$ cat src/rtl/mem_req_arbiter.sv
// Two-client MemIO arbiter: round-robin command grant, write-burst data lock,
// client id prepended to the memory tag and used to route responses back.
module mem_req_arbiter #(
  parameter int ADDR_W     = 26,
  parameter int TAG_W      = 5,
  parameter int DATA_W     = 128,
  parameter int DATA_BEATS = 4
) (
  input  logic              clk,
  input  logic              reset,
  input  logic              c0_cmd_valid,
  output logic              c0_cmd_ready,
  input  logic [ADDR_W-1:0] c0_cmd_addr,
  input  logic [TAG_W-1:0]  c0_cmd_tag,
  input  logic              c0_cmd_rw,
  input  logic              c0_data_valid,
  output logic              c0_data_ready,
  input  logic [DATA_W-1:0] c0_data_data,
  output logic              c0_resp_valid,
  output logic [DATA_W-1:0] c0_resp_data,
  output logic [TAG_W-1:0]  c0_resp_tag,
  input  logic              c1_cmd_valid,
  output logic              c1_cmd_ready,
  input  logic [ADDR_W-1:0] c1_cmd_addr,
  input  logic [TAG_W-1:0]  c1_cmd_tag,
  input  logic              c1_cmd_rw,
  input  logic              c1_data_valid,
  output logic              c1_data_ready,
  input  logic [DATA_W-1:0] c1_data_data,
  output logic              c1_resp_valid,
  output logic [DATA_W-1:0] c1_resp_data,
  output logic [TAG_W-1:0]  c1_resp_tag,
  output logic              mem_cmd_valid,
  input  logic              mem_cmd_ready,
  output logic [ADDR_W-1:0] mem_cmd_addr,
  output logic [TAG_W:0]    mem_cmd_tag,
  output logic              mem_cmd_rw,
  output logic              mem_data_valid,
  input  logic              mem_data_ready,
  output logic [DATA_W-1:0] mem_data_data,
  input  logic              mem_resp_valid,
  input  logic [DATA_W-1:0] mem_resp_data,
  input  logic [TAG_W:0]    mem_resp_tag
);

  localparam int BEAT_W = $clog2(DATA_BEATS) + 1;
  localparam logic [BEAT_W-1:0] LAST_BEAT = BEAT_W'(DATA_BEATS - 1);

  typedef enum logic [1:0] {
    IDLE,
    GRANT,
    WDATA
  } state_e;

  state_e            state_q, state_d;
  logic              gnt_q, gnt_d;
  logic              prio_q, prio_d;
  logic [BEAT_W-1:0] beat_q, beat_d;

  logic              sel_cmd_valid;
  logic              sel_cmd_rw;
  logic [ADDR_W-1:0] sel_cmd_addr;
  logic [TAG_W-1:0]  sel_cmd_tag;
  logic              sel_data_valid;
  logic [DATA_W-1:0] sel_data_data;
  logic              cmd_rdy;
  logic              data_rdy;
  logic              data_fire;

  always_comb begin
    sel_cmd_valid  = gnt_q ? c1_cmd_valid  : c0_cmd_valid;
    sel_cmd_rw     = gnt_q ? c1_cmd_rw     : c0_cmd_rw;
    sel_cmd_addr   = gnt_q ? c1_cmd_addr   : c0_cmd_addr;
    sel_cmd_tag    = gnt_q ? c1_cmd_tag    : c0_cmd_tag;
    sel_data_valid = gnt_q ? c1_data_valid : c0_data_valid;
    sel_data_data  = gnt_q ? c1_data_data  : c0_data_data;
  end

  assign mem_cmd_addr  = sel_cmd_addr;
  assign mem_cmd_tag   = {gnt_q, sel_cmd_tag};
  assign mem_cmd_rw    = sel_cmd_rw;
  assign mem_data_data = sel_data_data;

  always_comb begin
    state_d        = state_q;
    gnt_d          = gnt_q;
    prio_d         = prio_q;
    beat_d         = beat_q;
    mem_cmd_valid  = 1'b0;
    mem_data_valid = 1'b0;
    cmd_rdy        = 1'b0;
    data_rdy       = 1'b0;
    data_fire      = 1'b0;
    unique case (state_q)
      IDLE: begin
        if (c0_cmd_valid || c1_cmd_valid) begin
          state_d = GRANT;
          gnt_d   = (c0_cmd_valid && c1_cmd_valid) ? prio_q : c1_cmd_valid;
        end
      end
      GRANT: begin
        mem_cmd_valid = sel_cmd_valid;
        cmd_rdy       = mem_cmd_ready;
        // A requester that drops valid loses the grant without a prio flip
        if (!sel_cmd_valid) begin
          state_d = IDLE;
        end else if (mem_cmd_ready) begin
          prio_d = ~gnt_q;
          if (sel_cmd_rw) begin
            state_d = WDATA;
            beat_d  = '0;
          end else begin
            state_d = IDLE;
          end
        end
      end
      WDATA: begin
        mem_data_valid = sel_data_valid;
        data_rdy       = mem_data_ready;
        data_fire      = sel_data_valid && mem_data_ready;
        if (data_fire) begin
          if (beat_q == LAST_BEAT) begin
            state_d = IDLE;
            beat_d  = '0;
          end else begin
            beat_d = beat_q + BEAT_W'(1);
          end
        end
      end
      default: state_d = IDLE;
    endcase
  end

  assign c0_cmd_ready  = cmd_rdy  & ~gnt_q;
  assign c1_cmd_ready  = cmd_rdy  &  gnt_q;
  assign c0_data_ready = data_rdy & ~gnt_q;
  assign c1_data_ready = data_rdy &  gnt_q;

  always_ff @(posedge clk or negedge reset) begin
    if (!reset) begin
      state_q <= IDLE;
      gnt_q   <= 1'b0;
      prio_q  <= 1'b0;
      beat_q  <= '0;
    end else begin
      state_q <= state_d;
      gnt_q   <= gnt_d;
      prio_q  <= prio_d;
      beat_q  <= beat_d;
    end
  end

  assign c0_resp_valid = mem_resp_valid & ~mem_resp_tag[TAG_W];
  assign c1_resp_valid = mem_resp_valid &  mem_resp_tag[TAG_W];
  assign c0_resp_data  = mem_resp_data;
  assign c1_resp_data  = mem_resp_data;
  assign c0_resp_tag   = mem_resp_tag[TAG_W-1:0];
  assign c1_resp_tag   = mem_resp_tag[TAG_W-1:0];

`ifndef SYNTHESIS
  a_cmd_stable: assert property (@(posedge clk) disable iff (!reset)
    (mem_cmd_valid && !mem_cmd_ready) |=>
      (mem_cmd_valid && $stable(mem_cmd_addr) &&
       $stable(mem_cmd_tag) && $stable(mem_cmd_rw)));

  a_one_cmd_ready: assert property (@(posedge clk) disable iff (!reset)
    !(c0_cmd_ready && c1_cmd_ready));

  a_data_in_wdata: assert property (@(posedge clk) disable iff (!reset)
    (mem_data_valid && mem_data_ready) |-> (state_q == WDATA));
`endif

endmodule

$ cat config.mk
export PLATFORM = sky130hd
export DESIGN_NAME = mem_req_arbiter
export DESIGN_NICKNAME = d
export VERILOG_FILES = /design/src/rtl/mem_req_arbiter.sv
export SDC_FILE = /design/constraint.sdc
export NUM_CORES = 1
export LEC_CHECK = 0
export ABC_AREA = 1
export CORE_AREA = 3 3 346 348
export DETAILED_ROUTE_END_ITERATION = 16
export DIE_AREA = 0 0 349 351
export REMOVE_ABC_BUFFERS = 1
export SLEW_MARGIN = 20
export SYNTH_ARGS = -nofsm -noshare
export SYNTH_HDL_FRONTEND = slang
export SYNTH_SLANG_ARGS = --single-unit
$ cat constraint.sdc
create_clock -name clk -period 1.55 [get_ports clk]
set_input_delay 0.31 -clock clk [delete_from_list [all_inputs] [get_ports clk]]
set_output_delay 0.31 -clock clk [all_outputs]
set_load 0.01 [all_outputs]
==> results of run 1 <==
[flip-flops by register name, indices dropped and copies added, names as in the netlist]
register  count
beat_q        3
state_q       2
gnt_q         1
prio_q        1
[per-layer routing]
metal,up-vias,track usage [%],routed length (um)
li1,2823,-,-
met1,3191,14.9,37200
met2,1211,26.4,51200
met3,145,19.1,26600
met4,36,4.51,4390
met5,-,9.18,1700
[per-stage QoR]
| step | std cells | power, uW | cell area, um^2 | hold WS, ns |
|---|---|---|---|---|
| after global routing | 2652 | 19900 | 12200 | 0.375 |
| after global placement | 2592 | 14000 | 10200 | 0.461 |
| after CTS | 2596 | 14600 | 10300 | 0.353 |
| final | 2658 | 18700 | 12200 | 0.351 |
| after floorplan | 544 | 2950 | 2240 | 0.0144 |
| after detailed placement | 2592 | 14000 | 10200 | 0.482 |
[cell usage after synthesis, drive strengths merged (2+ instances only)]
| master | instances | area [um^2] |
|---|---|---|
| o21ai | 2 | 10.0 |
| nand2 | 499 | 1880 |
| a21oi | 2 | 10.0 |
| nor2 | 8 | 30.0 |
| inv | 14 | 52.6 |
| buf | 295 | 2180 |
| nand4 | 2 | 12.5 |
| dfrtp | 7 | 175 |
| clkbuf | 8 | 30.0 |
| nor3 | 2 | 10.0 |
| nand3 | 3 | 20.0 |
[kinds of logic after synthesis]
family                   Yosys count
AO/OA/AOI/OAI                      7
adder cells (fa/ha/maj)            1
buffers and inverters            317
flip-flops                         7
AND/OR/NAND/NOR                  515
[final timing paths]
check                                 endpoint  cells past startpoint
worst max register to register       beat_q[1]                     12
worst min-delay path                 beat_q[0]                      1
worst min register to register          prio_q                      2
min in group clk                        prio_q                      2
max in group asynchronous                gnt_q                      1
worst max-delay path            mem_data_valid                      8
[area by class of cell]
class	count	area (um^2)	area share [%]
Tap cell	1524	1910	15.6
Sequential cell	7	179	1.46
Timing Repair inverter	2	32.5	0.266
Inverter	14	78.8	0.644
Timing Repair Buffer	573	6890	56.3
Antenna cell	11	27.5	0.225
Clock inverter	1	5.00	0.0409
Clock buffer	3	75.1	0.614
Multi-Input combinational cell	523	3050	24.9
[critical path: stages, from the launching register on]
cell,delay (ns)
sky130_fd_sc_hd__dfrtp_4,0.50
sky130_fd_sc_hd__buf_12,0.16
sky130_fd_sc_hd__buf_4,0.14
sky130_fd_sc_hd__buf_12,0.14
sky130_fd_sc_hd__nand2_8,0.08
sky130_fd_sc_hd__o21ai_4,0.05
sky130_fd_sc_hd__nor2_2,0.14
sky130_fd_sc_hd__buf_6,0.12
sky130_fd_sc_hd__buf_12,0.11
[power by group through the flow]
stage | Clock [uW] | Sequential, uW | Combinational, uW
floorplan | 0 | 522 | 2420
global placement | 0 | 329 | 13700
detailed placement | 0 | 336 | 13700
CTS | 455 | 341 | 13800
global route | 468 | 330 | 19100
finish | 447 | 323 | 17900
[what timing repair did]
item                                    CTS  global route
pin swaps                                 2            53
cloned                                    0            28
endpoints found under the setup margin  172           172
setup buffers                             0            23
gates resized for setup                  32           554
==> metrics.txt, run 1 <==
Max Cap Violations 0; final standard cell utilization of the core 10.5%; vias in the first global route 6485; number of primary I/O pins between 800 and 900; Finish-stage setup viols about 170; Mean Syn Cell Area 5.25 um^2; post-synthesis share of cell area spent on full adders, half adders and majority gates 0.281%; fraction of power consumed by sequential logic under 10%; multiplexer share of the synthesized area 0%; Site Rows between 100 and 150; Clock Skew approximately 0.0023 ns; logic gate share of total power roughly 96%; Crit path arrival time about 1.7 ns; reg-to-reg setup timing slack -0.18 ns; Crit path required time about 1.2 ns; XOR/XNOR Fraction of Synth Area 0%; Clock Latency Late Sink 0.24 ns; hold violation count in the final report 0; TritonCTS Buffers 3; global route overflow 0; worst-margin pin slew around 0.34 ns; average wire length per cell after detail routing around 46 um; total net switching power ~10000 uW; Area growth syn-to-layout 175%; number of vias after detailed routing 7406; Crit Path Class reg -> out; number of buffers between clock root and the deepest sink 2; number of buffers inserted for hold repair after clock tree synthesis 0; unrepaired setup endpoints after global routing yes; vias per cell between 2 and 3; Root Buffer sky130_fd_sc_hd__clkbuf_16; wire length reported by the detailed router between 100000 and 150000 um; Syn Std Cell Area roughly 4500 um^2; number of antenna-violating nets in the routed design 0; Clock H-tree levels 1; most frequent standard cell in the layout excluding fill and tap cells sky130_fd_sc_hd__clkdlybuf4s50_1; Final Slew Violations 0; final RePlAce weighted congestion roughly 0.82; dpl ws -0.568 ns; initial antenna violation count 21; Std-Cell Core Area roughly 120000 um^2; part of the Yosys area used for sequential elements under 10%; number of remaining DRC errors 0; Die Span Y 351 um; Clk pin slew, worst setup/hold paths about 0.040 ns; fraction of power spent switching nets between 50% and 60%; worst rel slew slack between 70% and 80%; maximum fanout encountered on the critical timing path 8; reported leakage power between 0.005 and 0.006 uW; fraction of the mapped netlist area in simple logic gates ~44%; count of yosys warnings during synthesis 0; die span in x roughly 350 um; startpoint types flop; number of enable-type register cells in the synthesized netlist 0; post-DP HPWL between 100000 and 150000 um; Tightest Hold Check Type in -> async; fillers ~13000; dominant combinational cell family by area after synthesis buffers and inverters; Cell variety after synth 21; quantity of I/O buffers inserted on ports approximately 500; share of the clock period used by the worst path 129%; PD cells between 1500 and 2000 nW/um^2; first-pass GRT wire length approximately 130000 um; share of the synthesized area in compound gates (AO/OA/AOI/OAI) less than 1%; kind of end point of the critical path primary output; violated checks negative setup slack; primary flip-flop cell chosen by synthesis mapping sky130_fd_sc_hd__dfrtp_1; ratio of cells with drive above 1 in the final layout between 40% and 50%; clock period minus worst slack 2.00 ns; CTS tree built; setup_tns -60.36 ns; f_max 501 MHz; leading cell types in the layout, fill and taps excluded sky130_fd_sc_hd__clkdlybuf4s50_1, sky130_fd_sc_hd__nand2_1, sky130_fd_sc_hd__nand2_2; die area around 120000 um^2; clock net sink count 7; initial core utilization under 10%; outcome finished with violations; share of flip-flops with an asynchronous set or reset after synthesis 100%; least setup slack across all paths after layout -0.448 ns; part of the total power dissipated in the clock network 2.4%; number of nets in the layout around 1600; launch point of the critical path gnt_q; Post-Synthesis Cells ~850; initial DRC count about 480; first drt pass iteration count 4; Internal approximately 9000 uW; register bit total from synthesis 7; worst flop-to-flop path startpoint gnt_q; maximum number of pins on one net before global-route repair 57; worst IR drop on VDD 0.000723 V; combined global-route utilization of all metal layers 17.5%
No activity file was read; power rests on OpenSTA's default activity.
==> run 2: changes to the inputs <==
ABC_CLOCK_PERIOD_IN_PS = 1550   (was default)
==> results of run 2 <==
Same layout as run 1: the final DEF is identical, and so are final timing and power.
